## src/rtl/filter_spad_loader.sv

```systemverilog
// Fill stage for the PE filter scratchpad: streams weights into spad addresses 0..len-1 and pulses done.
// Optional build macro FILTER_LOAD_CHKSUM_EN adds a 16-bit running sum of accepted weights.
module filter_spad_loader #(
  parameter int DATA_W = 8,
  parameter int ADDR_W = 6,
  parameter int DEPTH  = 64
) (
  input  logic              clk,
  input  logic              rst,
  input  logic              start,
  input  logic [ADDR_W:0]   len,
  input  logic              abort,
  input  logic              in_valid,
  input  logic [DATA_W-1:0] in_data,
  output logic              in_ready,
  output logic              spad_wr,
  output logic [ADDR_W-1:0] spad_addr,
  output logic [DATA_W-1:0] spad_wdata,
  output logic              busy,
`ifdef FILTER_LOAD_CHKSUM_EN
  output logic [15:0]       chksum,
`endif
  output logic              done
);

  typedef enum logic [1:0] {
    S_IDLE  = 2'd0,
    S_LOAD  = 2'd1,
    S_FLUSH = 2'd2,
    S_DONE  = 2'd3
  } state_e;

  localparam logic [ADDR_W:0] DEPTH_L = (ADDR_W+1)'(DEPTH);
  localparam logic [ADDR_W:0] ONE_L   = (ADDR_W+1)'(1);
  localparam logic [ADDR_W:0] ZERO_L  = (ADDR_W+1)'(0);

  state_e              state_q, state_d;
  logic [ADDR_W:0]     len_q, len_d;
  logic [ADDR_W:0]     ptr_q, ptr_d;
  logic                wr_q, wr_d;
  logic [ADDR_W-1:0]   addr_q, addr_d;
  logic [DATA_W-1:0]   wdata_q, wdata_d;
  logic                accept_s;
  logic [ADDR_W:0]     eff_len_s;

  // Length is clamped to the spad depth so addresses can never wrap.
  function automatic logic [ADDR_W:0] clamp_len(input logic [ADDR_W:0] req);
    clamp_len = (req > DEPTH_L) ? DEPTH_L : req;
  endfunction

  // Handshake and decoded status outputs.
  always_comb begin
    in_ready  = (state_q == S_LOAD);
    accept_s  = in_ready & in_valid;
    busy      = (state_q != S_IDLE);
    done      = (state_q == S_DONE);
    eff_len_s = clamp_len(len);
  end

  // Next-state, write pipeline and pointer logic.
  always_comb begin
    state_d = state_q;
    len_d   = len_q;
    ptr_d   = ptr_q;
    wr_d    = 1'b0;
    addr_d  = addr_q;
    wdata_d = wdata_q;

    if (accept_s) begin
      wr_d    = 1'b1;
      addr_d  = ptr_q[ADDR_W-1:0];
      wdata_d = in_data;
      ptr_d   = ptr_q + ONE_L;
    end else begin
      wr_d    = 1'b0;
    end

    case (state_q)
      S_IDLE: begin
        if (start) begin
          len_d   = eff_len_s;
          ptr_d   = ZERO_L;
          state_d = (eff_len_s == ZERO_L) ? S_DONE : S_LOAD;
        end else begin
          state_d = S_IDLE;
        end
      end
      S_LOAD: begin
        // Abort still lets a beat accepted in the same cycle land in the spad.
        if (abort) begin
          state_d = S_IDLE;
        end else if (accept_s && ((ptr_q + ONE_L) == len_q)) begin
          state_d = S_FLUSH;
        end else begin
          state_d = S_LOAD;
        end
      end
      S_FLUSH: begin
        if (abort) begin
          state_d = S_IDLE;
        end else begin
          state_d = S_DONE;
        end
      end
      S_DONE: begin
        state_d = S_IDLE;
      end
      default: begin
        state_d = S_IDLE;
      end
    endcase
  end

  // State and write-port registers.
  always_ff @(posedge clk or posedge rst) begin
    if (rst) begin
      state_q <= S_IDLE;
      len_q   <= ZERO_L;
      ptr_q   <= ZERO_L;
      wr_q    <= 1'b0;
      addr_q  <= '0;
      wdata_q <= '0;
    end else begin
      state_q <= state_d;
      len_q   <= len_d;
      ptr_q   <= ptr_d;
      wr_q    <= wr_d;
      addr_q  <= addr_d;
      wdata_q <= wdata_d;
    end
  end

  assign spad_wr    = wr_q;
  assign spad_addr  = addr_q;
  assign spad_wdata = wdata_q;

`ifdef FILTER_LOAD_CHKSUM_EN
  logic [15:0] chksum_q, chksum_d;

  function automatic logic [15:0] sum16(input logic [15:0] acc, input logic [DATA_W-1:0] val);
    sum16 = acc + 16'(val);
  endfunction

  // Running sum restarts on each accepted start and freezes once the load finishes.
  always_comb begin
    chksum_d = chksum_q;
    if ((state_q == S_IDLE) && start) begin
      chksum_d = 16'h0000;
    end else if (accept_s) begin
      chksum_d = sum16(chksum_q, in_data);
    end else begin
      chksum_d = chksum_q;
    end
  end

  // Checksum register.
  always_ff @(posedge clk or posedge rst) begin
    if (rst) begin
      chksum_q <= 16'h0000;
    end else begin
      chksum_q <= chksum_d;
    end
  end

  assign chksum = chksum_q;
`endif

endmodule

```

## config.mk

```make
export PLATFORM = sky130hd
export DESIGN_NAME = filter_spad_loader
export DESIGN_NICKNAME = d
export VERILOG_FILES = /design/src/rtl/filter_spad_loader.sv
export SDC_FILE = /design/constraint.sdc
export NUM_CORES = 1
export LEC_CHECK = 0
export ABC_AREA = 1
export BUFFER_PORTS_ARGS = -buffer_cell sky130_fd_sc_hd__buf_4
export CORE_ASPECT_RATIO = 1.4
export CORE_MARGIN = 5
export CORE_UTILIZATION = 40
export DETAILED_ROUTE_END_ITERATION = 10
export PLACE_DENSITY = 0.65
export SLEW_MARGIN = 30
export SYNTH_ARGS = -nofsm -noshare
export SYNTH_HDL_FRONTEND = slang
export SYNTH_SLANG_ARGS = --single-unit
export TNS_END_PERCENT = 100
```

## constraint.sdc

```tcl
create_clock -name clk -period 1.56 [get_ports clk]
set_clock_uncertainty 0.15 [all_clocks]
set_input_delay 0.078 -clock clk [delete_from_list [all_inputs] [get_ports clk]]
set_output_delay 0.078 -clock clk [all_outputs]
set_load 0.02 [all_outputs]
```

**After elaboration in Yosys (flattened, before gate mapping)**

Cells that the tools add are included.
Widths: inputs -> output; s select.

- Add/sub/neg operators: 1
- Order comparisons: 1
- Equality and inequality tests: 4
- Mux-type cells: 11
- Bitwise operators: 1
- Reduce and logical (&&, ||, !) cells: 5

Operator list:

| cell | count |
|---|---|
| $mux 7 | 4 |
| $mux 2 | 5 |
| $pmux 2 s4 | 1 |
| $add 7x1->7 const B | 1 |
| $eq 7x7->1 | 1 |
| $gt 7x7->1 const B | 1 |
| $logic_not 7->1 | 1 |
| $eq 2x2->1 const B | 2 |
| $eq 2x1->1 const B | 1 |
| $logic_not 2->1 | 1 |
| $reduce_and 2->1 | 1 |
| $reduce_bool 2->1 | 1 |
| $and 1x1->1 | 1 |
| $logic_and 1x1->1 | 1 |
| $mux 1 | 1 |

- Flip-flop bits (word level): 31
- Input port bits: 20
- Output and inout bits: 18
- Logic and storage cells: 29

**Longest topological paths before layout**

- Depth after elaboration: 6
- Mapped depth: 13
- Depth with buffers taken out: 13

**Least setup slack after synthesis**

OpenSTA, ideal clock, no wires.

- Path type: reg2reg
- Start: reg ptr_q[0]
- End: reg state_q[0]
- Setup time: 0.127 ns
- Arrival time: 1.374 ns
- Data required time: 1.283 ns
- Slack: -0.091 ns
- Cell stages (with the launch flop): 10
- Buffers on the path: 0
- Period minus slack after synthesis: 1.651 ns
- Cells stage by stage: dfrtp_1 > ha_1 > xnor2_1 > nand3_1 > nor2_1 > nand3_1 > nor2_1 > nand3_1 > nand2_1 > nand2_1

- Cells in the longest elaborated chain, start to end: 6

RTL lines:

| element | RTL line | source |
|---|---|---|
| start, declared | 39 | `logic [ADDR_W:0] ptr_q, ptr_d;` |
| start signal, assigned | 126 | `ptr_q <= ptr_d;` |
| $add 7x1->7 | 92 | `end else if (accept_s && ((ptr_q + ONE_L) == len_q)) begin` |
| $eq 7x7->1 | 92 |  |
| $logic_and 1x1->1 | 92 |  |
| $mux 2 | 92 |  |
| $mux 2 | 90 | `if (abort) begin` |
| $pmux 2 s4 | 78 | `case (state_q)` |
| named net state_d[0] | 37 | `state_e state_q, state_d;` |
| end signal, assigned | 124 | `state_q <= state_d;` |
| end, declared | 37 |  |

The timed path passes the listed nets, and every way through them passes these cells.
A chain may end at the register's enable or synchronous reset.

**Worst setup path after layout**

Same ends and word-level chain as after synthesis.

==> results.py <==
metrics = {
    "setup_path": {
        "r2r_slack_ps": -90,
        "cp-startpoint": "ptr_q[0]",
        "critPathArrivalTime_ps": 1680,
        "reg2reg_from": "ptr_q[0]",
        "required_ps": 1580,
        "end_kind": "flip-flop",
        "rr_worst_depth": 9,
        "r2r-end": "state_q[0]",
        "start_kind": "flip-flop",
        "crit_type": "flip-flop to flip-flop",
        "cp-endpoint": "state_q[0]",
        "worstPathMaxFanout": 2,
    },
    "cells_and_area": {
        "num-nets-final": 295,
        "area_delta_synth_final_pct": 49.8,
        "finalNonFillerCells": 317,
        "multi_input_area_um2": 626,
        "fillers": 336,
        "layout-drive-gt1-share_pct": 26.9,
        "n_antenna_cell": 0,
        "final_core_util_pct": 61.7,
        "seqCellArea_um2": 778,
    },
    "global_route": {
        "grt_overflow_total": 0,
        "grt_util_met1_pct": 23.2,
        "use_met3_pct": 4.67,
        "met2_usage_pct": 29.2,
        "antenna_found_initial": 0,
        "grt_max_degree": 32,
        "grt_pass1_vias": 1485,
        "grt_usage_pct": 18.0,
        "grt_pass1_wl_mm": 6.82,
        "busiest_layer": "met2",
    },
    "clock_tree": {
        "cts_tree": "yes",
        "cts_max_level": 2,
        "clk_latency_ps": 280,
        "cts_made_buffers": 5,
        "cts_root_buffer": "clkbuf_8",
        "path_clk_slew_ps": 60,
        "cts_max_path_buffers": 2,
        "cts_sinks": 31,
        "post_cts_buffers": 0,
    },
    "job": {
        "drv_cap": 0,
    },
    "logic_synthesis": {
        "synth_edf_count": 0,
        "synth.distinct_cells": 18,
        "synth_seq_area_share_pct": 51.7,
        "synth_warnings": 0,
        "syn_area_mm2": 0.00150,
        "synth_compound_area_share_pct": 9.00,
        "yosysMostFrequentCell": "nand2_1",
        "yosys.area_share.simple_pct": 29.6,
        "synth_top_area_share_pct": 51.7,
        "synth_fp_nets": 221,
        "ys_top_cells_by_count": "72 x nand2_1, 31 x dfrtp_1, 28 x inv_1, 16 x nand3_1, 15 x o21ai_0",
        "ys_ff_latch": 31,
        "synth.mux.area_fraction_pct": 0,
        "synthCells": 200,
        "synth_top_family_by_area": "simple AND/OR/NAND/NOR gates",
        "synthAdderAreaFrac_pct": 0.833,
        "async_flop_share_pct": 100,
        "syn_area_per_cell_um2": 7.51,
        "synth.area.top_cells": "dfrtp_1 52%, nand2_1 18%, inv_1 7.0%",
        "synth_flop_cell": "dfrtp_1",
        "synthXorXnorAreaFrac_pct": 0.583,
        "yosys.area.top_type": "dfrtp_1",
    },
    "sta": {
        "worst_slew_pin_slew_ps": 399,
        "final-hold-violation-count": 0,
        "fin_crit_ps": 1650,
        "setup_viol": 2,
        "min_period_over_period_pct": 106,
        "slew_headroom_pct": 73.4,
        "rsz0062_at_grt": "true",
        "drv_slew": 0,
        "worst_slack_ps": -94.7,
        "max_freq_mhz": 604,
    },
    "run_status": {
        "violations": "setup timing",
        "status": "finished with violations",
    },
    "detailed_routing": {
        "drtIter0Drc": 49,
        "first_pass_iters": 4,
        "detail_route.wl_per_cell_um": 11.9,
        "ant_nets": 0,
        "viasPerCell": 4.73,
        "wl_mm": 3.77,
        "drcViolationCount": 0,
        "num_vias": 1498,
    },
    "die": {
        "die_y_um": 82.5,
        "io_pins": 38,
        "coreArea_mm2": 0.00364,
        "fp-row-count": 26,
        "die_width_um": 61.8,
        "start_util_pct": 41.2,
        "die_area_mm2": 0.00510,
    },
    "power_and_ir_drop": {
        "p_leak_nw": 1.19,
        "power_density_mw_per_mm2": 1320,
        "ir_drop_uv": 1060,
    },
    "hold_path": {
        "worstHoldPathCells": 4,
        "hp-class": "primary input to flip-flop",
    },
    "placement": {
        "hpwlAfterDp_mm": 2.81,
        "gp_congestion": 0.853,
        "place_inst": 292,
        "portBuffers": 37,
    },
}
==> metrics by stage <==
stage                     hold WS, ps  total power (W)  TNS, ps  area [um^2]  worst slack [ps]
after CTS                        59.8          0.00299    -71.1         2240             -55.9
final                            77.2          0.00296     -120         2250             -94.7
after floorplan                  31.4          0.00175    -13.6         1520             -13.6
after global routing              118          0.00319     -504         2250              -281
after detailed placement         35.4          0.00225    -91.6         1960             -63.6
after global placement           36.4          0.00223    -44.1         1960             -34.8
==> flip-flops by register name, indices dropped and copies added, names as in the netlist <==
register	count
len_q	7
ptr_q	7
spad_addr	6
spad_wdata	8
spad_wr	1
state_q	2
==> worst min-delay path by stage <==
| stage | startpoint | to | slack (ps) |
|---|---|---|---|
| finish | start | state_q[0] | 80 |
| detailed placement | rst | spad_wdata[1] | 40 |
| global placement | rst | spad_wdata[1] | 40 |
| global route | start | state_q[0] | 120 |
| floorplan | rst | len_q[0] | 30 |
| CTS | start | state_q[0] | 60 |
==> final cells by class <==
cell class                      count  area share (%)
Timing Repair Buffer               72            26.1
Tap cell                           42            2.34
Inverter                           28            4.67
Sequential cell                    31            34.6
Clock buffer                        8            4.45
Multi-Input combinational cell    136            27.8
==> layout by cell type (no fill, tap or decap), drive strengths merged <==
cell type,Yosys,routed
nand2,72,72
nand3,16,16
o21ai,17,17
dlygate4sd3,0,17
o22ai,2,2
o211ai,1,1
or2,2,2
clkbuf,4,8
a21oi,6,6
buf,1,55
nor3,1,1
xnor2,1,1
nand4,3,3
nor2,14,14
inv,28,28
dfrtp,31,31
ha,1,1
==> power breakdown <==
part           leakage (nW)  internal (W)  switching [W]
logic                 0.743      0.000520       0.000617
registers             0.392       0.00101       0.000146
clock network        0.0515      0.000402       0.000270
total                  1.19       0.00193        0.00103
==> critical path, stage by stage, from the launching register on <==
cell and delay [ps]:
dfrtp_2 420, ha_4 280, xnor2_2 100, nand3_1 100
nor2_2 130, nand3_1 80, nor2_1 110, nand3_1 90
nand2_1 60, nand2_1 40
==> cell families (layout without fill, tap and decap cells) <==
kind of cell,count (synthesis),in the layout
fa+ha+maj,1,1
simple gates,108,108
xor+xnor,1,1
buf+inv,33,108
compound gates,26,26
flops,31,31
==> timing repair <==
item / 4_1_cts / 5_1_grt
pin swaps: 2 / 7
gates resized for setup: 2 / 5
endpoints found under the hold margin: 47 / 0
hold buffers: 17 / 0
endpoints found under the setup margin: 2 / 5
==> per-layer routing <==
metal	share of wire, %	up-vias
met5	0	-
met4	1.1	0
met3	4.7	4
met2	53	32
met1	41	684
li1	-	778
(Power assumes the default switching activity.)
